<file path="src/rtl/instr_queue_pkg.sv">
// Shared types and defaults for the fetch -> decode instruction queue.
package instr_queue_pkg;

    // Architectural word width for pc, next_pc and instruction fields.
    localparam int IQ_XLEN = 32;

    // Default number of queue entries used by the top-level instance.
    localparam int IQ_DEPTH_DEFAULT = 8;

    // One queued fetch result: the instruction and where it came from / goes next.
    typedef struct packed {
        logic [IQ_XLEN-1:0] pc;
        logic [IQ_XLEN-1:0] next_pc;
        logic [IQ_XLEN-1:0] instr;
    } i_queue_data_t;

endpackage : instr_queue_pkg

</file>
<file path="src/rtl/instr_queue.sv">
// Synchronous FIFO between instruction fetch and decode.
// Head entry is presented first-word-fall-through; flush discards all entries.
// DEPTH must be a power of two (>= 2) so the pointers wrap by natural overflow.
module instr_queue
    import instr_queue_pkg::*;
#(
    parameter  int DEPTH = IQ_DEPTH_DEFAULT,
    localparam int PTR_W = $clog2(DEPTH)
) (
    input  logic            clk,
    input  logic            rst,
    input  logic            flush,
    input  logic            wr_en,
    input  i_queue_data_t   d_in,
    output logic            full,
    input  logic            rd_en,
    output i_queue_data_t   d_out,
    output logic            empty,
    output logic [PTR_W:0]  count
);

    localparam logic [PTR_W:0] FULL_COUNT = (PTR_W + 1)'(DEPTH);

    logic [PTR_W-1:0] wr_ptr;
    logic [PTR_W-1:0] rd_ptr;
    logic [PTR_W-1:0] wr_ptr_nxt;
    logic [PTR_W-1:0] rd_ptr_nxt;
    logic [PTR_W:0]   count_nxt;
    logic             push_ok;
    logic             pop_ok;

    i_queue_data_t mem [DEPTH];

    // Flags come only from registered count, so fetch/decode see no
    // combinational path from their own request lines.
    assign full  = (count == FULL_COUNT);
    assign empty = (count == '0);

    // Flush overrides both requests; full blocks a push even if a pop is
    // requested in the same cycle (no pop-enables-push bypass).
    assign push_ok = wr_en && !full  && !flush;
    assign pop_ok  = rd_en && !empty && !flush;

    // Next-state computation for pointers and occupancy.
    always_comb begin
        // NOTE: every output of this block gets a default first, so no path
        // leaves a signal unassigned and no latch is inferred.
        wr_ptr_nxt = wr_ptr;
        rd_ptr_nxt = rd_ptr;
        count_nxt  = count;

        if (flush) begin
            wr_ptr_nxt = '0;
            rd_ptr_nxt = '0;
            count_nxt  = '0;
        end else begin
            if (push_ok) begin
                wr_ptr_nxt = wr_ptr + PTR_W'(1);
            end
            if (pop_ok) begin
                rd_ptr_nxt = rd_ptr + PTR_W'(1);
            end
            unique case ({push_ok, pop_ok})
                2'b10:   count_nxt = count + (PTR_W + 1)'(1);
                2'b01:   count_nxt = count - (PTR_W + 1)'(1);
                default: count_nxt = count;
            endcase
        end
    end

    // Pointer and occupancy registers.
    always_ff @(posedge clk or posedge rst) begin
        if (rst) begin
            // NOTE: state registers use non-blocking assignments so every
            // flop samples its inputs from before the edge.
            wr_ptr <= '0;
            rd_ptr <= '0;
            count  <= '0;
        end else begin
            wr_ptr <= wr_ptr_nxt;
            rd_ptr <= rd_ptr_nxt;
            count  <= count_nxt;
        end
    end

    // Entry storage; written only on an accepted push, never cleared by flush.
    always_ff @(posedge clk or posedge rst) begin
        if (rst) begin
            // NOTE: storage is deliberately reset so d_out reads zero out of
            // reset; popped and flushed entries are otherwise left stale.
            for (int i = 0; i < DEPTH; i++) begin
                mem[i] <= '0;
            end
        end else if (push_ok) begin
            mem[wr_ptr] <= d_in;
        end
    end

    // First-word-fall-through head: a new head is visible the cycle after a pop.
    assign d_out = mem[rd_ptr];

endmodule : instr_queue
</file>
<file path="config.mk">
export PLATFORM = sky130hd
export DESIGN_NAME = instr_queue
export DESIGN_NICKNAME = d
export VERILOG_FILES = /design/src/rtl/instr_queue_pkg.sv /design/src/rtl/instr_queue.sv
export SDC_FILE = /design/constraint.sdc
export NUM_CORES = 1
export LEC_CHECK = 0
export CAP_MARGIN = 30
export CORE_MARGIN = 4
export CORE_UTILIZATION = 65
export DETAILED_ROUTE_END_ITERATION = 10
export PLACE_DENSITY = 0.86
export SLEW_MARGIN = 20
export SYNTH_ARGS = -nofsm -noshare
export SYNTH_HDL_FRONTEND = slang
export SYNTH_SLANG_ARGS = --single-unit
</file>
<file path="constraint.sdc">
create_clock -name clk -period 61.4 [get_ports clk]
set_input_delay 9.21 -clock clk [delete_from_list [all_inputs] [get_ports clk]]
set_output_delay 9.21 -clock clk [all_outputs]
set_load 0.1 [all_outputs]
</file>
; Yosys cells after proc, flatten, opt, wreduce, memory -nomap -nowiden
; Index checks and enable logic that the tools add are counted.
[op_classes]
eq_ne = 3
n_addsub = 4
n_reduce_logical = 12
muxes = 12
magnitude_cmp = 3
bitwise = 2
[op_table]
columns = op, n
row1 = $bwmux W768, 1
row2 = $bmux W96 S3, 1
row3 = $demux W96 S3, 1
row4 = $mux W96, 3
row5 = $mux W3, 4
row6 = $ge A4 B4 Y1 const B, 2
row7 = $not A3 Y4, 2
row8 = $pmux W4 S2, 1
row9 = $add A3 B1 Y3 const B, 2
row10 = $logic_and A1 B1 Y1, 5
row11 = $add A4 B1 Y4 const B, 1
row12 = $eq A4 B4 Y1 const B, 1
row13 = $logic_not A4 Y1, 1
row14 = $lt A4 B1 Y1 const B, 1
row15 = $mux W4, 1
row16 = $reduce_bool A2 Y1, 2
row17 = $sub A4 B1 Y4 const B, 1
row18 = $logic_not A1 Y1, 3
row19 = $reduce_bool A3 Y1, 1
row20 = $eq A2 B1 Y1 const B, 1
row21 = $eq A2 B2 Y1 const B, 1
[word_totals]
regBits = 778

; Logic depth before layout (Yosys ltp)
; Gate-level depths: netlist of the first run.
[depth]
word_depth = 7
mapped_depth = 10
ltp_nobuf = 8

; Least setup slack after synthesis of the first run
; No wires, ideal clock.
[synth_timing]
path_kind = reg2out
startpoint = register count[0]
endpoint = output empty
path_stages_with_launch = 3
arrival_ns = 3.977
path_buffers = 1
path_slack_ns = 48.213
required_time_ns = 52.190
path_cell_list = dfrtp_1 buf_2 nor4_1
[synth_between]
elab_chain_cells = 1
[synth_lines]
columns = element, line_no
row1 = "start, declared", instr_queue.sv:19  ; output logic [PTR_W:0] count
row2 = "start signal, assigned", instr_queue.sv:82  ; count <= count_nxt;
row3 = $logic_not A4 Y1, instr_queue.sv:37  ; assign empty = (count == '0);
row4 = "end, declared", instr_queue.sv:18  ; output logic empty,
; Every way passes these cells.

==> metrics.txt, run 1 <==
largest net degree at the start of global routing 209; die footprint 0.0583 sq mm; Final nets 2339; Tmin final 14330 ps; Synthesized Nets 2146; worst slack at placement 46900 ps; async set or reset register ratio after synthesis 100%; vias in the first global route 21200; Std-Cell Rows 85; clock sinks 778; I/O pin count 203; Worst Clk Skew 21.0 ps; Post-CTS Setup Bufs 0; WL/cell 25.3 um; setup slack after layout 47070 ps; total CTS buffers 79; P_int 0.00132 W; count of different cell masters after synthesis 36; Synth area leaders dfrtp_1, mux2_2, mux4_2, mux2_4, mux2_1; part of the Yosys area used for sequential elements 55.0%; RSZ-0062 raised after global routing no; Fillers 2963; Die W 241 um; sw power 0.000871 W; Synth Register Bits 778; initial antenna violation count 10; Lkg Pwr 19.0 nW; CP Class flip-flop to output port; syn avg cell area 17.4 sq um; number of synthesized flops with an enable pin 0; sequential share of power 32.8%; Clock Power Share 21.7%; min-delay worst type flip-flop to flip-flop; DR vias/cell 6.30; leading area contributor after synthesis dfrtp_1; Detailed Route Iter0 Violations 1127; worst hold slack 486 ps; residual DRC count 0; Port-buffer cells 202; fin crit share 23.3%; Worst-Skew Late Latency 610 ps; setup TNS 0 ps; share of layout cells above drive strength 1 52.5%; CTS Root Cell clkbuf_16; die height 241 um; end-of-flow core utilization 75.6%; core area 0.0539 sq mm; CTS tree yes; CTS clock-pin slew for the worst setup and hold paths 60 ps; Max Cap Viol 0; combinational share of power 45.5%; GRT Total Usage 26.8%; Pre-Repair DR Iteration Count 4; achievable frequency 0.0698 GHz; Synth Cell Area 0.0354 sq mm; Mapped Cells 2040; outcome finished, final reports clean; RePlAce Congestion 0.745; Required @ worst endpoint 52190 ps; Main synth FF type dfrtp_1; worst vdd ir 57.9 uV; Final Hold Viols 0; clock tree buffer depth 3; most frequent cells in the layout dfrtp_1, mux2_2, clkdlybuf4s50_1; Cell Pwr Density 53.8 mW/mm^2; final slew viol count 0; commonest non-fill, non-tap cell in the layout dfrtp_1; first-pass GRT wire length 122 mm; CP Launch Type flip-flop; H-tree levels 3; Final Setup Violations 0; grt ovf 0; cells resized by post-CTS repair 0; worst slew pin tran 1180 ps; synth warn 0; Worst setup EP type output port; share of the synthesized area in the top cell type 55.0%; Crit Path Max Fanout 38; HPWL Detailed 43.1 mm; vias 18900; Post-CTS Hold Buffers 0; Critical Path AT 5120 ps; Routed WL 75.9 mm; synthesis-to-finish area growth 15.1%; Total Power 0.00219 W; Antenna Violating Nets Remaining 0; Starting Density 65.7%; Sw Ratio 39.7%; Max-slew headroom 21.5%
final timing paths:
check                                      start                    to  slack [ps]  cells past startpoint
max                        rd_ptr[0]$_DFFE_PP0P_             d_out[13]       47070                      7
min                         mem[518]$_DFFE_PP0P_  mem[518]$_DFFE_PP0P_         490                      1
max reg2reg                 count[1]$_DFFE_PP0P_   mem[17]$_DFFE_PP0P_       57280                      6
min reg2reg                 mem[518]$_DFFE_PP0P_  mem[518]$_DFFE_PP0P_         490                      1
max in group asynchronous                    rst  mem[432]$_DFFE_PP0P_       49030                      6
min in group asynchronous                    rst  mem[289]$_DFFE_PP0P_        9080                      2
logic make-up (layout without fill, tap and decap cells):
| kind of cell | after synthesis | count (layout) | share of synthesized area (%) |
|---|---|---|---|
| mux | 1060 | 1060 | 40.6 |
| flops | 778 | 778 | 55.0 |
| buf+inv | 144 | 397 | 3.15 |
| simple gates | 37 | 37 | 0.710 |
| compound gates | 10 | 10 | 0.198 |
| xor+xnor | 6 | 6 | 0.148 |
| fa+ha+maj | 5 | 5 | 0.198 |
| other cells | 0 | 5 | 0 |
critical path: stages (launching register included):
cell             delay [ps]
dfrtp_4                 690
buf_4                   460
buf_4                   690
buf_4                   460
buf_16                  290
mux4_2                  550
mux2_2                  290
clkdlybuf4s50_1         970
through the flow:
step	area, sq um	instances
final	40800	2994
after global routing	40800	2991
after CTS	40600	2982
after detailed placement	38000	2841
after global placement	37400	2819
after floorplan	35400	2040
registers in the layout, summed over array words and instances, names as in the netlist:
| signal | count |
|---|---|
| mem | 768 |
| count | 4 |
| rd_ptr | 3 |
| wr_ptr | 3 |
cell usage after synthesis, types with 7 or more instances:
| cell | number |
|---|---|
| dfrtp_1 | 778 |
| mux2_2 | 750 |
| mux4_2 | 192 |
| mux2_4 | 76 |
| buf_4 | 40 |
| mux2_1 | 38 |
| buf_6 | 32 |
| clkbuf_1 | 32 |
| buf_2 | 20 |
| nor2_1 | 12 |
| buf_12 | 9 |
| buf_1 | 7 |
cell type report:
cell class,instances,area [sq um],area share (%)
sequential,778,19500,47.8
multi-input combinational,1118,14800,36.4
timing repair buffer,253,2960,7.27
clock buffer,124,2440,5.99
tap,696,871,2.14
clock inverter,17,156,0.384
inverter,3,18.8,0.0460
antenna,5,12.5,0.0307
metal layers:
layer	vias up	wire, um	GRT usage (%)
met3	102	3360	5.65
met4	14	1280	5.88
li1	8082	-	-
met1	10300	32600	37.5
met5	-	90	0
met2	356	38500	44.6
power groups by stage:
stage	Combinational [W]	Clock [W]	Sequential (W)
2_1_floorplan	0.000757	0	0.000705
6_report	0.000997	0.000476	0.000720
4_1_cts	0.000999	0.000484	0.000719
3_3_place_gp	0.000925	0	0.000714
3_5_place_dp	0.000993	0	0.000726
5_1_grt	0.00104	0.000508	0.000734
Note: power is estimated with default switching activity, not from simulation.
==> run 2: changes to the inputs <==
--- a/config.mk
+++ b/config.mk
@@ -7,9 +7,9 @@
 export LEC_CHECK = 0
 export CAP_MARGIN = 30
 export CORE_MARGIN = 4
-export CORE_UTILIZATION = 65
+export CORE_UTILIZATION = 60
 export DETAILED_ROUTE_END_ITERATION = 10
-export PLACE_DENSITY = 0.86
+export PLACE_DENSITY = 0.8
 export SLEW_MARGIN = 20
 export SYNTH_ARGS = -nofsm -noshare
 export SYNTH_HDL_FRONTEND = slang
==> constraint.sdc (replaced) <==
create_clock -name clk -period 15 [get_ports clk]
set_input_delay 2.25 -clock clk [delete_from_list [all_inputs] [get_ports clk]]
set_output_delay 2.25 -clock clk [all_outputs]
set_load 0.1 [all_outputs]
==> metrics.txt, run 2 (synthesis results as in run 1) <==
residual DRC count 0; grt ovf 0; FF-to-FF path depth 6; Post-CTS Setup Bufs 0; worst reg-to-reg setup slack 10820 ps; Antenna Violating Nets Remaining 0; Routed WL 76.8 mm; RSZ-0062 raised after global routing no; DR vias/cell 6.14; setup slack after layout 8350 ps; CTS tree yes; worst hold path endpoint mem[520]$_DFFE_PP0P_; total CTS buffers 80; Tmin final 6650 ps; initial antenna violation count 12; Fillers 3584; worst hold start mem[520]$_DFFE_PP0P_; Final Setup Violations 0; die height 251 um; clock tree buffer depth 3; vias 18900; hold path cells 1; outcome finished, final reports clean; Required @ worst endpoint 12750 ps; min-delay worst type flip-flop to flip-flop; CP Class flip-flop to output port; Lkg Pwr 19.0 nW; vias in the first global route 21300; synthesis-to-finish area growth 15.7%; worst slack at placement 8930 ps; cells resized by post-CTS repair 0; first-pass GRT wire length 123 mm; Regs by FF count mem (768), count (4); Final nets 2347; Critical Path AT 4400 ps; CTS clock-pin slew for the worst setup and hold paths 60 ps; CTS Root Cell clkbuf_16; Worst-Skew Late Latency 620 ps; Std-Cell Rows 88; fin crit share 44.4%; final slew viol count 0; Crit Path Max Fanout 68; reg-to-reg startpoint count[1]$_DFFE_PP0P_; Biggest register mem; Detailed Route Iter0 Violations 960; R2R Path End mem[477]$_DFFE_PP0P_; area occupied by multi-input gates 0.0148 sq mm; setup TNS 0 ps; Max Cap Viol 0; number of flip-flops in the largest register 768; Post-CTS Hold Buffers 0; HPWL Detailed 43.8 mm; core area 0.0580 sq mm; Cell Pwr Density 221 mW/mm^2; largest net degree at the start of global routing 176; Worst setup EP type output port; H-tree levels 3; GRT Total Usage 24.8%; commonest non-fill, non-tap cell in the layout dfrtp_1; WL/cell 25.0 um; Worst Clk Skew 21.0 ps; I/O pin count 203; CP Launch Type flip-flop; share of layout cells above drive strength 1 52.9%; RePlAce Congestion 0.734; achievable frequency 0.150 GHz; Starting Density 61.0%; die footprint 0.0630 sq mm; worst vdd ir 233 uV; Final Hold Viols 0; register area 0.0195 sq mm; Pre-Repair DR Iteration Count 5; clock sinks 778; Die W 251 um; worst slew pin tran 1040 ps; Max-slew headroom 30.3%; Port-buffer cells 202; most frequent cells in the layout dfrtp_1, mux2_2, clkdlybuf4s50_1
[run 2: changes by cell type in the layout (fill, tap and decap cells not counted), sizes merged]
cell	change
buf	+7
bufinv	-1
clkbuf	-7
clkinv	+8
clkinvlp	+1
diode	-1
inv	-1
[run 2: per-stage QoR]
| stage | area (sq um) | total power [W] | hold slack, ps | std cells | utilization (%) |
|---|---|---|---|---|---|
| 2_1_floorplan | 35400 | 0.00599 | 459 | 2040 | - |
| 3_3_place_gp | 37500 | 0.00672 | 468 | 2892 | 64.7 |
| 3_5_place_dp | 38200 | 0.00714 | 477 | 2918 | 65.9 |
| 4_1_cts | 40800 | 0.00911 | 491 | 3059 | 70.3 |
| 5_1_grt | 41000 | 0.00942 | 500 | 3069 | 70.6 |
| 6_report | 41000 | 0.00905 | 489 | 3069 | 70.6 |
[run 2: critical path, stage by stage (launching register included)]
cell and delay [ps]:
dfrtp_4 890, buf_12 500, buf_16 410, mux4_2 560, mux2_2 290, clkdlybuf4s50_1 970
[run 2: worst max path at each step]
stage,start,cells after the start,to
after global placement,rd_ptr[1]$_DFFE_PP0P_,5,d_out[41]
after global routing,rd_ptr[0]$_DFFE_PP0P_,5,d_out[31]
after CTS,rd_ptr[0]$_DFFE_PP0P_,4,d_out[24]
final,rd_ptr[0]$_DFFE_PP0P_,5,d_out[38]
after detailed placement,flush,7,mem[434]$_DFFE_PP0P_
after floorplan,rst,1,count[0]$_DFFE_PP0P_
[run 2: power breakdown]
| part | internal (W) | leakage (nW) | switching, W | total [W] |
|---|---|---|---|---|
| clock network | 0.00114 | 1.29 | 0.000805 | 0.00194 |
| registers | 0.00264 | 10.3 | 0.000317 | 0.00296 |
| logic | 0.00168 | 7.45 | 0.00247 | 0.00415 |
[run 2: per-layer routing]
| layer | vias up | global-route usage (%) | wire [um] |
|---|---|---|---|
| met5 | - | 0 | 93 |
| met4 | 16 | 6.13 | 1170 |
| li1 | 8084 | - | - |
| met3 | 93 | 4.65 | 3430 |
| met1 | 10300 | 35.2 | 34000 |
| met2 | 356 | 40.7 | 38200 |
[run 2: area by class of cell]
class | count | share of cell area (%)
Inverter | 3 | 0.0366
Clock inverter | 24 | 0.379
Multi-Input combinational cell | 1118 | 36.2
Timing Repair Buffer | 260 | 7.54
Clock buffer | 117 | 5.92
Sequential cell | 778 | 47.5
Tap cell | 765 | 2.34
Antenna cell | 4 | 0.0244
==> run 3: changes to the inputs <==
==> constraint.sdc (replaced) <==
create_clock -name clk -period 7 [get_ports clk]
set_input_delay 1.05 -clock clk [delete_from_list [all_inputs] [get_ports clk]]
set_output_delay 1.05 -clock clk [all_outputs]
set_load 0.1 [all_outputs]
==> metrics.txt, run 3 (synthesis results as in run 1) <==
outcome finished, final reports clean; hold path cells 1; Lkg Pwr 19.0 nW; worst hold path endpoint mem[519]$_DFFE_PP0P_; Regs by FF count mem (768), count (4); vias in the first global route 21200; vias 18900; fin crit share 72.5%; largest net degree at the start of global routing 189; Antenna Violating Nets Remaining 0; Worst Clk Skew 21.6 ps; Final Setup Violations 0; Max Cap Viol 0; RePlAce Congestion 0.765; combinational share of power 45.3%; Crit Path Max Fanout 60; Final Hold Viols 0; most frequent cells in the layout dfrtp_1, mux2_2, clkdlybuf4s50_1; Die W 251 um; Required @ worst endpoint 5950 ps; min-delay worst type flip-flop to flip-flop; WL/cell 24.8 um; Worst setup EP type output port; sequential share of power 32.7%; Routed WL 75.9 mm; worst slack at placement 2600 ps; setup slack after layout 1930 ps; sw power 0.00765 W; share of layout cells above drive strength 1 52.6%; grt ovf 0; reg-to-reg startpoint count[0]$_DFFE_PP0P_; commonest non-fill, non-tap cell in the layout dfrtp_1; I/O pin count 203; RSZ-0062 raised after global routing no; initial antenna violation count 9; CTS Root Cell clkbuf_16; P_int 0.0116 W; H-tree levels 3; Pre-Repair DR Iteration Count 4; worst hold start mem[519]$_DFFE_PP0P_; Cell Pwr Density 472 mW/mm^2; number of flip-flops in the largest register 768; Post-CTS Setup Bufs 0; core area 0.0580 sq mm; CTS clock-pin slew for the worst setup and hold paths 60 ps; CP Class flip-flop to output port; synthesis-to-finish area growth 15.4%; Clock Power Share 22.0%; Biggest register mem; Total Power 0.0193 W; Post-CTS Hold Buffers 0; Max-slew headroom 29.5%; DR vias/cell 6.16; R2R Path End mem[691]$_DFFE_PP0P_; final slew viol count 0; end-of-flow core utilization 70.4%; Tmin final 5070 ps; Critical Path AT 4020 ps; first-pass GRT wire length 122 mm; FF-to-FF path depth 6; Port-buffer cells 202; cells resized by post-CTS repair 0; Sw Ratio 39.7%; worst slew pin tran 1060 ps; GRT Total Usage 24.6%; worst reg-to-reg setup slack 3360 ps; clock tree buffer depth 3; Fillers 3581; Final nets 2337; HPWL Detailed 43.3 mm; worst vdd ir 652 uV; total CTS buffers 80; Detailed Route Iter0 Violations 1044; die height 251 um; Worst-Skew Late Latency 620 ps; CP Launch Type flip-flop; Std-Cell Rows 88; Starting Density 61.0%; die footprint 0.0630 sq mm; CTS tree yes; achievable frequency 0.197 GHz; clock sinks 778; residual DRC count 0
[run 3: changes by cell type in the layout (fill, tap and decap cells not counted), moves of 4 or more]
cell | before | now
buf_16 | 29 | 20
buf_12 | 4 | 9
buf_4 | 23 | 19
clkbuf_1 | 14 | 18
clkinv_2 | 20 | 16
[run 3: through the flow]
stage	hold slack [ps]	setup TNS [ps]	cells	instance area (sq um)
2_1_floorplan	459	-3674500	2040	35400
5_1_grt	502	0	3062	40800
4_1_cts	494	0	3058	40800
3_5_place_dp	479	0	2914	38200
6_report	492	0	3063	40800
3_3_place_gp	468	0	2894	37600
[run 3: layout make-up]
class                   count  area (sq um)  area share (%)
flip-flops and latches    778         19500            47.7
diodes                      5          12.5          0.0306
multi-input cells        1118         14800            36.4
repair buffers            250          2900            7.09
inverters                   3          15.0          0.0368
well taps                 765           957            2.34
clock buffers             120          2430            5.95
clock inverters            24           210           0.515
[run 3: worst max-delay path, cell delays in order (launching register included)]
cell and delay [ps]:
dfrtp_4 1070, buf_4 570, mux4_2 420, mux2_2 300
clkdlybuf4s50_1 970
[run 3: routing by layer]
| metal | global-route usage (%) | part of all wire [%] | wire, um | vias up |
|---|---|---|---|---|
| li1 | - | - | - | 8090 |
| met1 | 35.1 | 44 | 33200 | 10300 |
| met2 | 40.2 | 50 | 38100 | 339 |
| met3 | 4.08 | 4.1 | 3130 | 89 |
| met4 | 6.58 | 1.7 | 1330 | 8 |
| met5 | 0 | 0.069 | 52 | - |
[run 3: worst max path at each step]
| stage | slack (ps) | start | endpoint |
|---|---|---|---|
| floorplan | -4720 | rst | count[0]$_DFFE_PP0P_ |
| global placement | 2410 | rd_ptr[0]$_DFFE_PP0P_ | d_out[79] |
| detailed placement | 2600 | rd_ptr[1]$_DFFE_PP0P_ | d_out[19] |
| CTS | 1910 | rd_ptr[1]$_DFFE_PP0P_ | d_out[24] |
| global route | 1820 | rd_ptr[1]$_DFFE_PP0P_ | d_out[19] |
| finish | 1930 | rd_ptr[1]$_DFFE_PP0P_ | d_out[24] |
[run 3: power by group through the flow]
stage / combinational [W] / sequential [W] / clock (W)
finish: 0.00873 / 0.00632 / 0.00424
global route: 0.00911 / 0.00645 / 0.00454
CTS: 0.00882 / 0.00631 / 0.00435
detailed placement: 0.00878 / 0.00638 / 0
global placement: 0.00810 / 0.00632 / 0
floorplan: 0.00664 / 0.00619 / 0
